`src/rtl/fifo_rd_byte_serializer.sv`:
```
// fifo_rd_byte_serializer
//   Pops DW-bit words from the read side of a FIFO and emits them as a
//   BW-bit valid/ready beat stream. A one-word prefetch slot sits between the
//   FIFO and the shift register. It hides the one-cycle FIFO read latency, so
//   consecutive words leave back to back while m_ready stays high.
//
//   Beat order is LSB-first by default.
//   Defining SER_MSB_FIRST_EN makes beats leave MSB-first. Handshake, timing
//   and m_last are the same in both builds.
//
// Ports
//   CLK         clock shared by the FIFO read side and the stream
//   RST         synchronous reset, active-high
//   fifo_rdata  FIFO read data, valid one CLK after fifo_rd_en
//   fifo_empty  FIFO empty flag
//   fifo_rd_en  pop strobe, one cycle per word
//   m_data      current beat
//   m_valid     beat valid
//   m_ready     sink accepts beat
//   m_last      final beat of a word
//   busy        a read is pending or a word is held

module fifo_rd_byte_serializer #(
    parameter int DW = 32,
    parameter int BW = 8
) (
    input  logic          CLK,
    input  logic          RST,
    input  logic [DW-1:0] fifo_rdata,
    input  logic          fifo_empty,
    output logic          fifo_rd_en,
    output logic [BW-1:0] m_data,
    output logic          m_valid,
    input  logic          m_ready,
    output logic          m_last,
    output logic          busy
);

    // DW must be a multiple of BW with at least two beats per word.
    localparam int NB = DW / BW;
    localparam int CW = (NB > 1) ? $clog2(NB) : 1;
    localparam logic [CW-1:0] LAST_BEAT = CW'(NB - 1);

    logic          pend;      // read strobe issued last cycle, data arrives now
    logic [DW-1:0] pf_reg;
    logic          pf_valid;
    logic [DW-1:0] sr_reg;
    logic          sr_valid;
    logic [CW-1:0] beat_cnt;

    logic xfer;
    logic last_xfer;
    logic sr_load;

    // A new read is issued only when nothing is in flight and the prefetch
    // slot is free. Because of that, a FIFO capture and a prefetch-to-shift
    // load can never target the same slot in the same cycle.
    assign fifo_rd_en = !RST && !fifo_empty && !pend && !pf_valid;

    assign xfer      = sr_valid && m_ready;
    assign last_xfer = xfer && (beat_cnt == LAST_BEAT);
    assign sr_load   = (!sr_valid || last_xfer) && pf_valid;

    assign m_valid = sr_valid;
    assign m_last  = sr_valid && (beat_cnt == LAST_BEAT);
    assign busy    = pend || pf_valid || sr_valid;

`ifdef SER_MSB_FIRST_EN
    assign m_data = sr_reg[DW-1:DW-BW];
`else
    assign m_data = sr_reg[BW-1:0];
`endif

    always_ff @(posedge CLK) begin
        if (RST) begin
            pend     <= 1'b0;
            pf_reg   <= '0;
            pf_valid <= 1'b0;
            sr_reg   <= '0;
            sr_valid <= 1'b0;
            beat_cnt <= '0;
        end else begin
            pend <= fifo_rd_en;

            // pend implies pf_valid was clear when the read issued, so the
            // capture and the load branch below are mutually exclusive.
            if (pend) begin
                pf_reg   <= fifo_rdata;
                pf_valid <= 1'b1;
            end else if (sr_load) begin
                pf_valid <= 1'b0;
            end

            if (sr_load) begin
                sr_reg   <= pf_reg;
                sr_valid <= 1'b1;
                beat_cnt <= '0;
            end else if (last_xfer) begin
                sr_valid <= 1'b0;
                beat_cnt <= '0;
            end else if (xfer) begin
`ifdef SER_MSB_FIRST_EN
                sr_reg   <= sr_reg << BW;
`else
                sr_reg   <= sr_reg >> BW;
`endif
                beat_cnt <= beat_cnt + CW'(1);
            end
        end
    end

endmodule

```
`config.mk`:
```
export PLATFORM = sky130hd
export DESIGN_NAME = fifo_rd_byte_serializer
export DESIGN_NICKNAME = d
export VERILOG_FILES = /design/src/rtl/fifo_rd_byte_serializer.sv
export SDC_FILE = /design/constraint.sdc
export NUM_CORES = 1
export LEC_CHECK = 0
export ABC_AREA = 1
export ABC_CLOCK_PERIOD_IN_PS = 1700
export CAP_MARGIN = 20
export CORE_UTILIZATION = 45
export DETAILED_ROUTE_END_ITERATION = 10
export DONT_BUFFER_PORTS = 1
export MAX_ROUTING_LAYER = met4
export PLACE_DENSITY_LB_ADDON = 0.12
export REMOVE_ABC_BUFFERS = 1
export SYNTH_ARGS = -nofsm -noshare
export SYNTH_HDL_FRONTEND = slang
export SYNTH_SLANG_ARGS = --single-unit
export TNS_END_PERCENT = 50
```
`constraint.sdc`:
```
create_clock -name CLK -period 1.7 [get_ports CLK]
set_input_delay 0.085 -clock CLK [delete_from_list [all_inputs] [get_ports CLK]]
set_output_delay 0.085 -clock CLK [all_outputs]
set_load 0.05 [all_outputs]
```
# Word level (Yosys, flattened, before mapping)

Index checks and enable logic that the tools add are counted.

Register bits after elaboration: 69
Output and inout bits: 12
Logic and storage cells: 36

$add $sub $neg: 1
Equal/unequal tests: 2
Mux-type cells: 7
Reduce and logical (&&, ||, !) cells: 20

Operators by type and width:

| cell                  | count |
|---|---|
| $mux W32              | 3 |
| $logic_and A1 B1 Y1   | 7 |
| $reduce_bool A2 Y1    | 3 |
| $logic_not A1 Y1      | 5 |
| $mux W1               | 4 |
| $logic_or A1 B1 Y1    | 3 |
| $reduce_or A3 Y1      | 1 |
| $add A2 B1 Y2 const B | 1 |
| $eq A2 B2 Y1 const B  | 1 |
| $ne A2 B1 Y1 const B  | 1 |
| $reduce_and A2 Y1     | 1 |

# Logic depth before layout (Yosys ltp)

Gate-level depths: netlist of the first run.

Word-level depth: 6
Mapped depth: 9
Depth with buffers taken out: 9

# Least setup slack after synthesis of the first run

Ideal clock, no wire load.

Path type: reg-to-output
Start point: register pf_valid
End point: output fifo_rd_en
Data arrival time: 2.206 ns
Path slack: -0.591 ns
Stages on the path, launching flop included: 4
Path buffers: 2
Cell sequence: dfxtp_1 clkbuf_1 clkbuf_1 nor4_1

Longest elaborated chain between the ends: 2

Ends and longest elaborated chain:

| what                   | line | RTL |
|---|---|---|
| start, declared        | 46   | `logic pf_valid;` |
| start signal, assigned | 78   | `pf_valid <= 1'b0;` |
| start signal, assigned | 89   | `pf_valid <= 1'b1;` |
| start signal, assigned | 91   | `pf_valid <= 1'b0;` |
| $logic_not A1 Y1       | 58   | `assign fifo_rd_en = !RST && !fifo_empty && !pend && !pf_valid;` |
| $logic_and A1 B1 Y1    | 58   |  |
| end, declared          | 31   | `output logic fifo_rd_en,` |

No other way between the ends.

# Worst setup path in the final report of the first run

Start point: register beat_cnt[0]
End point: register sr_reg[14]

Longest elaborated chain between the ends: 6
Elaborated cells between the ends (all ways): 8

Ends and longest elaborated chain:

| what                                                                | line | RTL |
|---|---|---|
| start, declared                                                     | 49   | `logic [CW-1:0] beat_cnt;` |
| start signal, assigned                                              | 107  | `beat_cnt <= beat_cnt + CW'(1);` |
| $eq A2 B2 Y1 *                                                      | 61   | `assign last_xfer = xfer && (beat_cnt == LAST_BEAT);` |
| $logic_and A1 B1 Y1 *                                               | 61   |  |
| $logic_or A1 B1 Y1                                                  | 62   | `assign sr_load = (!sr_valid \|\| last_xfer) && pf_valid;` |
| $logic_and A1 B1 Y1                                                 | 62   |  |
| $ne A2 B1 Y1 (no line) / $reduce_bool A2 Y1 (equally long branches) | --   |  |
| $reduce_and A2 Y1 (no line)                                         | --   |  |
| end signal, assigned                                                | 95   | `sr_reg <= pf_reg;` |
| end signal, assigned                                                | 105  | `sr_reg <= sr_reg >> BW;` |
| end, declared                                                       | 47   | `logic [DW-1:0] sr_reg;` |

Every way passes the cells marked *; elsewhere a longest branch is shown, timed or not.
A chain may end at the register's enable or synchronous reset.

==> results.md, run 1 <==
* **run status** finished, final reports clean
* **number of design-rule violations left by the first detailed-router iteration** 136
* **DP Wirelength** 4000 um
* **Synth Register Bits** 69
* **number of hold violations in the final report** 0
* **RSZ-0062 raised after global routing** false
* **Die H** 82.6 um
* **sequential fraction of the synthesis area** 47.2%
* **actual slew at the worst max-slew pin** 0.423 ns
* **share of cells above drive strength 1** 11.4%
* **DIE WIDTH** 82.6 um
* **max-slew headroom at the worst pin** 71.8%
* **row count** 29
* **nature of the critical path endpoint** register
* **cell area after synthesis** 2930 um^2
* **ratio of final minimum period to clock period** 89.2%
* **largest family of logic cells by synthesized area** simple AND/OR/NAND/NOR gates
* **master cell of the clock root buffer** clkbuf_8
* **routed length per instance** 13.0 um
* **cell types with the highest counts after synthesis** nand2_1 (82), dfxtp_1 (69), nor2_1 (68), nand3_1 (34), o21ai_0 (34)
* **maximum count of clock buffers along a single path** 2
* **path type of the worst setup path** reg2reg
* **cells on worst reg2reg path** 9
* **DRC violations left** 0
* **leakage power summed over all cells** 1.52 nW
* **share of cell area taken by muxes after synthesis** 0%
* **utilization after layout** 58.0%
* **xor and xnor area share after synthesis** 0.299%
* **number of antenna violations at the first check in global routing** 0
* **post-synthesis adder-cell area fraction** 0.428%
* **minimum period implied by the final worst setup slack** 1.52 ns
* **cell count after placement** 462
* **number of setup buffers added after CTS** 0
* **P&R area growth vs syn** 25.1%
* **worst skew pair latency** 0.34 ns
* **power after layout** 0.00362 W
* **number of ports placed on the die boundary** 48
* **required time at the endpoint of the critical path** 1.94 ns
* **worst reg2reg endpoint** sr_reg[14]
* **dpl cell area** 3050 um^2
* **fraction of registers with async set or reset after synthesis** 0%
* **Final Wtd Congestion** 0.755
* **Placeable Area** 6310 um^2
* **H-tree Lvls** 3
* **Die ar.** 6830 um^2
* **number of buffers added by the clock tree synthesis step** 9
* **clock tree from TritonCTS** done
* **aggregate global-route resource usage** 22.0%
* **launching point of the worst reg2reg path** beat_cnt[0]
* **Post-layout nets** 469
* **Max-Cap Viols** 0
* **Pre-antenna DRT Iters** 4
* **Final Skew** 0.00886 ns
* **total length of routed wires** 6660 um
* **Final setup viols** 0
* **synthesized area per cell** 7.35 um^2
* **type of the most critical hold path** in2reg
* **number of max-slew violations in the final report** 0
* **average via count per standard cell** 5.04
* **final-layout fill cell count** 634
* **clock-pin transition on the worst setup and hold timing paths** 0.07 ns
* **total power divided by cell area** 989 nW/um^2
* **Finished Cell Area** 3660 um^2
* **start point of the worst min-delay path** RST
* **portion of synthesized cell area occupied by the leading cell type** 47.2%
* **reg-to-reg slack, setup** 0.18 ns
* **CP arrival** 1.75 ns
* **most numerous cell in the Yosys netlist** nand2_1
* **first-pass GRT wire length** 10800 um
* **gate count of the mapped netlist** 398
* **clock sink count** 69
* **Antenna diodes** 0
* **instance count along the most critical hold path** 2
* **remaining global-route overflow** 0
* **largest driver fanout on the critical path** 28
* **effective utilization at floorplan** 46.3%
* **dominant register cell in the synthesized netlist** dfxtp_1
* **unique cell type count in the Yosys netlist** 22
* **total via count in the routed design** 2591
* **dominant cells by area after synthesis** dfxtp_1 (47%), nand2_1 (11%), nor2_1 (8.7%)
* **Worst VDD drop** 0.678 mV
* **via count of the first global-routing pass** 2363
* **number of routed nets with antenna violations** 0
* **# port buffers** 0
* **startpoint types** register
* **post-synthesis simple-gate area fraction** 32.3%
* **number of flops mapped to enable cells by yosys** 0
* **compound-gate portion of the synthesized area** 11.5%
* **hold path endpoint** sr_reg[8]
* **count of non-filler cells in the finished layout** 514
* **maximum number of pins on one net before global-route repair** 36
* **top cell type by total area after synthesis** dfxtp_1
* **maximum clock frequency** 659 MHz
* **Setup TNS Final** 0 ns
* **Warnings, synthesis** 0
## cells by family (layout without fill, tap and decap cells)
family	after synthesis	count (layout)
adders and majority gates	1	1
DFF	69	69
and+or+nand+nor	212	212
AOI/OAI and AO/OA	67	67
xor gates and xnor gates	1	1
buffers and inverters	48	87
## power breakdown
group / switching, W / total [W] / internal (W)
clock network: 0.000612 / 0.00159 / 0.000975
logic: 0.000172 / 0.000315 / 0.000143
registers: 0.0000332 / 0.00172 / 0.00169
total: 0.000817 / 0.00362 / 0.00280
## layout make-up
class / count / area, um^2 / area share, %
clock buffers: 10 / 128 / 3.49
inverters: 10 / 41.3 / 1.13
well taps: 77 / 96.3 / 2.63
repair inverters: 1 / 5.00 / 0.137
multi-input cells: 281 / 1310 / 35.9
repair buffers: 60 / 586 / 16.0
clock inverters: 6 / 111 / 3.04
flip-flops and latches: 69 / 1380 / 37.7
## timing repair
action | in CTS | in global routing
resized for setup | 0 | 2
hold buffers | 35 | 0
endpoints found under the hold margin | 66 | 0
setup endpoints to repair | 0 | 9
## metrics by stage
| stage | worst slack (ns) | hold WS, ns |
|---|---|---|
| detailed placement | 0.0818 | 0.161 |
| floorplan | -0.712 | 0.154 |
| global placement | 0.118 | 0.162 |
| CTS | 0.0682 | 0.00111 |
| finish | 0.183 | 0.0137 |
| global route | 0.0231 | 0.00903 |
## placed cells by master, fill, tap and decap left out, types with 3 or more instances in the layout
cell / n
nand2_1: 82
dfxtp_1: 69
nor2_1: 68
nand3_1: 34
o21ai_0: 34
dlygate4sd3_1: 34
a21oi_1: 32
nand3b_1: 22
buf_4: 22
clkbuf_8: 9
inv_1: 8
buf_12: 4
bufinv_16: 3
## layer usage
layer / GRT usage (%) / up-vias / share of wire [%]
met5: - / - / 0
met1: 26.3 / 1162 / 47
met2: 35.0 / 65 / 46
li1: - / 1357 / -
met3: 7.14 / 7 / 5.2
met4: 6.90 / 0 / 1.4
## how the worst max path moves through the flow
stage	start	endpoint	slack (ns)
CTS	beat_cnt[0]	sr_reg[14]	0.07
global placement	beat_cnt[0]	sr_reg[15]	0.12
detailed placement	beat_cnt[0]	sr_reg[14]	0.08
floorplan	m_valid	sr_reg[14]	-0.71
finish	beat_cnt[0]	sr_reg[14]	0.18
global route	beat_cnt[0]	sr_reg[14]	0.02
## worst max-delay path: stages, from the launching register on
cell     delay [ns]
dfxtp_1        0.36
ha_2           0.24
nand3_2        0.10
nand2_2        0.09
nand2_2        0.18
buf_12         0.23
o21ai_0        0.07
nand2_1        0.07
inv_1          0.05
nor2_1         0.03
Power figures use the tool's default switching activity.
==> inputs of run 2 (changes only) <==
Settings changed: RECOVER_POWER set to 100.
==> run 2 against run 1 <==
Compared with the run above:
- final cell count unchanged
- highest routed layer unchanged
- fmax down 2.5%
- the run now ends with hold timing left
- largest cell class unchanged
- clock power about the same
- largest power group unchanged
- die area unchanged
==> results.md, run 2 (same netlist as run 1, synthesis figures left out) <==
* **startpoint types** register
* **number of routed nets with antenna violations** 0, unchanged
* **number of antenna violations at the first check in global routing** 0, unchanged
* **met2 routing resource usage after global routing** 35.0%, unchanged
* **largest driver fanout on the critical path** 35, +25%
* **utilization after layout** 57.0%, -0.97 points
* **worst skew pair latency** 0.34 ns, about the same
* **routed length per instance** 13.0 um, +0.20%
* **met3 Use GR** 7.14%, unchanged
* **run status** finished, violations left
* **number of ports placed on the die boundary** 48, unchanged
* **first-pass GRT wire length** 10800 um, unchanged
* **DIE WIDTH** 82.6 um, unchanged
* **effective utilization at floorplan** 46.3%, unchanged
* **clock tree from TritonCTS** done
* **Post-layout nets** 469, unchanged
* **required time at the endpoint of the critical path** 1.62 ns, -0.32 ns
* **row count** 29, unchanged
* **maximum clock frequency** 643 MHz, -2.5%
* **total length of routed wires** 6670 um, +0.20%
* **RSZ-0062 raised after global routing** false
* **final worst slack** 0.145 ns, -0.0383 ns
* **Pre-antenna DRT Iters** 5, +1
* **Placeable Area** 6310 um^2, unchanged
* **dpl cell area** 3050 um^2, unchanged
* **share of cells above drive strength 1** 8.92%, -2.5 points
* **met1 capacity usage during global routing** 26.3%, unchanged
* **nature of the critical path endpoint** output port
* **aggregate global-route resource usage** 22.0%, unchanged
* **minimum period implied by the final worst setup slack** 1.56 ns, +0.0383 ns
* **most crowded layer after global routing** met2
* **max-slew headroom at the worst pin** 58.2%, -14 points
* **H-tree Lvls** 3, unchanged
* **# port buffers** 0, unchanged
* **Antenna diodes** 0, unchanged
* **type of the most critical hold path** in2reg
* **total via count in the routed design** 2578, -0.50%
* **Worst VDD drop** 0.673 mV, -0.63%
* **total power divided by cell area** 1000 nW/um^2, +1.4%
* **Max-Cap Viols** 0, unchanged
* **DRC violations left** 0, unchanged
* **final hold slack** -0.0156 ns, -0.0293 ns
* **leakage power summed over all cells** 1.48 nW, -2.8%
* **Final setup viols** 0, unchanged
* **ratio of final minimum period to clock period** 91.5%, +2.3 points
* **maximum count of clock buffers along a single path** 2, unchanged
* **number of setup buffers added after CTS** 0, unchanged
* **actual slew at the worst max-slew pin** 0.627 ns, +0.204 ns
* **leading cell types in the layout, fill and taps excluded** nand2_1 (83), nor2_1 (69), dfxtp_1 (69)
* **remaining global-route overflow** 0, unchanged
* **clock sink count** 69, unchanged
* **Final Skew** 0.00860 ns, -0.000265 ns
* **final-layout fill cell count** 644, +1.6%
* **clock-pin transition on the worst setup and hold timing paths** 0.07 ns, about the same
* **number of design-rule violations left by the first detailed-router iteration** 99, -27%
* **Final Wtd Congestion** 0.755, unchanged
* **number of buffers added by the clock tree synthesis step** 9, unchanged
* **number of max-slew violations in the final report** 0, unchanged
* **master cell of the clock root buffer** clkbuf_8
* **P&R area growth vs syn** 23.1%
* **commonest non-fill, non-tap cell in the layout** nand2_1
* **pre-CTS setup slack** 0.0818 ns, unchanged
* **maximum number of pins on one net before global-route repair** 36, unchanged
* **number of hold violations in the final report** 1, +1
* **violated checks** hold timing
* **Die ar.** 6830 um^2, unchanged
* **path type of the worst setup path** reg2out
* **average via count per standard cell** 5.02, -0.50%
* **Finished Cell Area** 3600 um^2, -1.7%
* **via count of the first global-routing pass** 2363, unchanged
* **CP arrival** 1.47 ns, -0.28 ns
* **DP Wirelength** 4000 um, unchanged
* **Die H** 82.6 um, unchanged
## run 2: changes by cell type in the layout (fill, tap and decap cells not counted)
cell,delta
clkbuf_2,+2
nand2_1,+1
buf_12,-1
nor2_4,-1
buf_4,-12
clkbuf_4,+2
nor2_1,+1
nand2_2,-1
clkbuf_1,+9
## run 2: worst max-delay path, stage by stage (launching register included)
cell and delay, ns:
dfxtp_1 0.32, buf_4 0.24, nor4_2 0.29, clkbuf_4 0.27
## run 2: final cells by class
cell class | count | area [um^2] | share of cell area (%)
sequential | 69 | 1380 | 38.4
clock buffer | 10 | 128 | 3.55
timing repair inverter | 1 | 5.00 | 0.139
timing repair buffer | 60 | 534 | 14.8
inverter | 10 | 41.3 | 1.15
clock inverter | 6 | 111 | 3.09
multi-input combinational | 281 | 1300 | 36.2
tap | 77 | 96.3 | 2.68
## run 2: metal layers
| metal | routed length [um] | share of wire [%] | vias up |
|---|---|---|---|
| met3 | 240 | 3.6 | 10 |
| met5 | 0 | 0 | - |
| met4 | 119 | 1.8 | 0 |
| met2 | 3060 | 46 | 50 |
| met1 | 3250 | 49 | 1161 |
| li1 | - | - | 1357 |
## run 2: final timing paths
check | cells after the start | end | startpoint | slack, ns
worst min register to register | 2 | sr_reg[26] | pf_reg[26] | 0.47
worst max register to register | 7 | sr_reg[16] | m_valid | 0.17
worst max-delay path | 3 | fifo_rd_en | pend | 0.14
worst min-delay path | 3 | beat_cnt[1] | m_ready | -0.02
## run 2: through the flow
step	power, W	setup TNS (ns)	instances
floorplan	0.00190	-15.45	360
global placement	0.00199	0	462
detailed placement	0.00199	0	462
CTS	0.00366	0	513
global route	0.00375	0	514
finish	0.00361	0	514
## run 2: repair_timing
action	4_1_cts	5_1_grt
gates resized for setup	0	2
endpoints found under the setup margin	0	9
hold buffers	35	0
hold endpoints to repair	66	0
## run 2: where the power goes
group	switching, W	internal (W)	leakage, nW
clock	0.000616	0.000974	0.116
combinational	0.000171	0.000130	0.802
sequential	0.0000330	0.00169	0.562
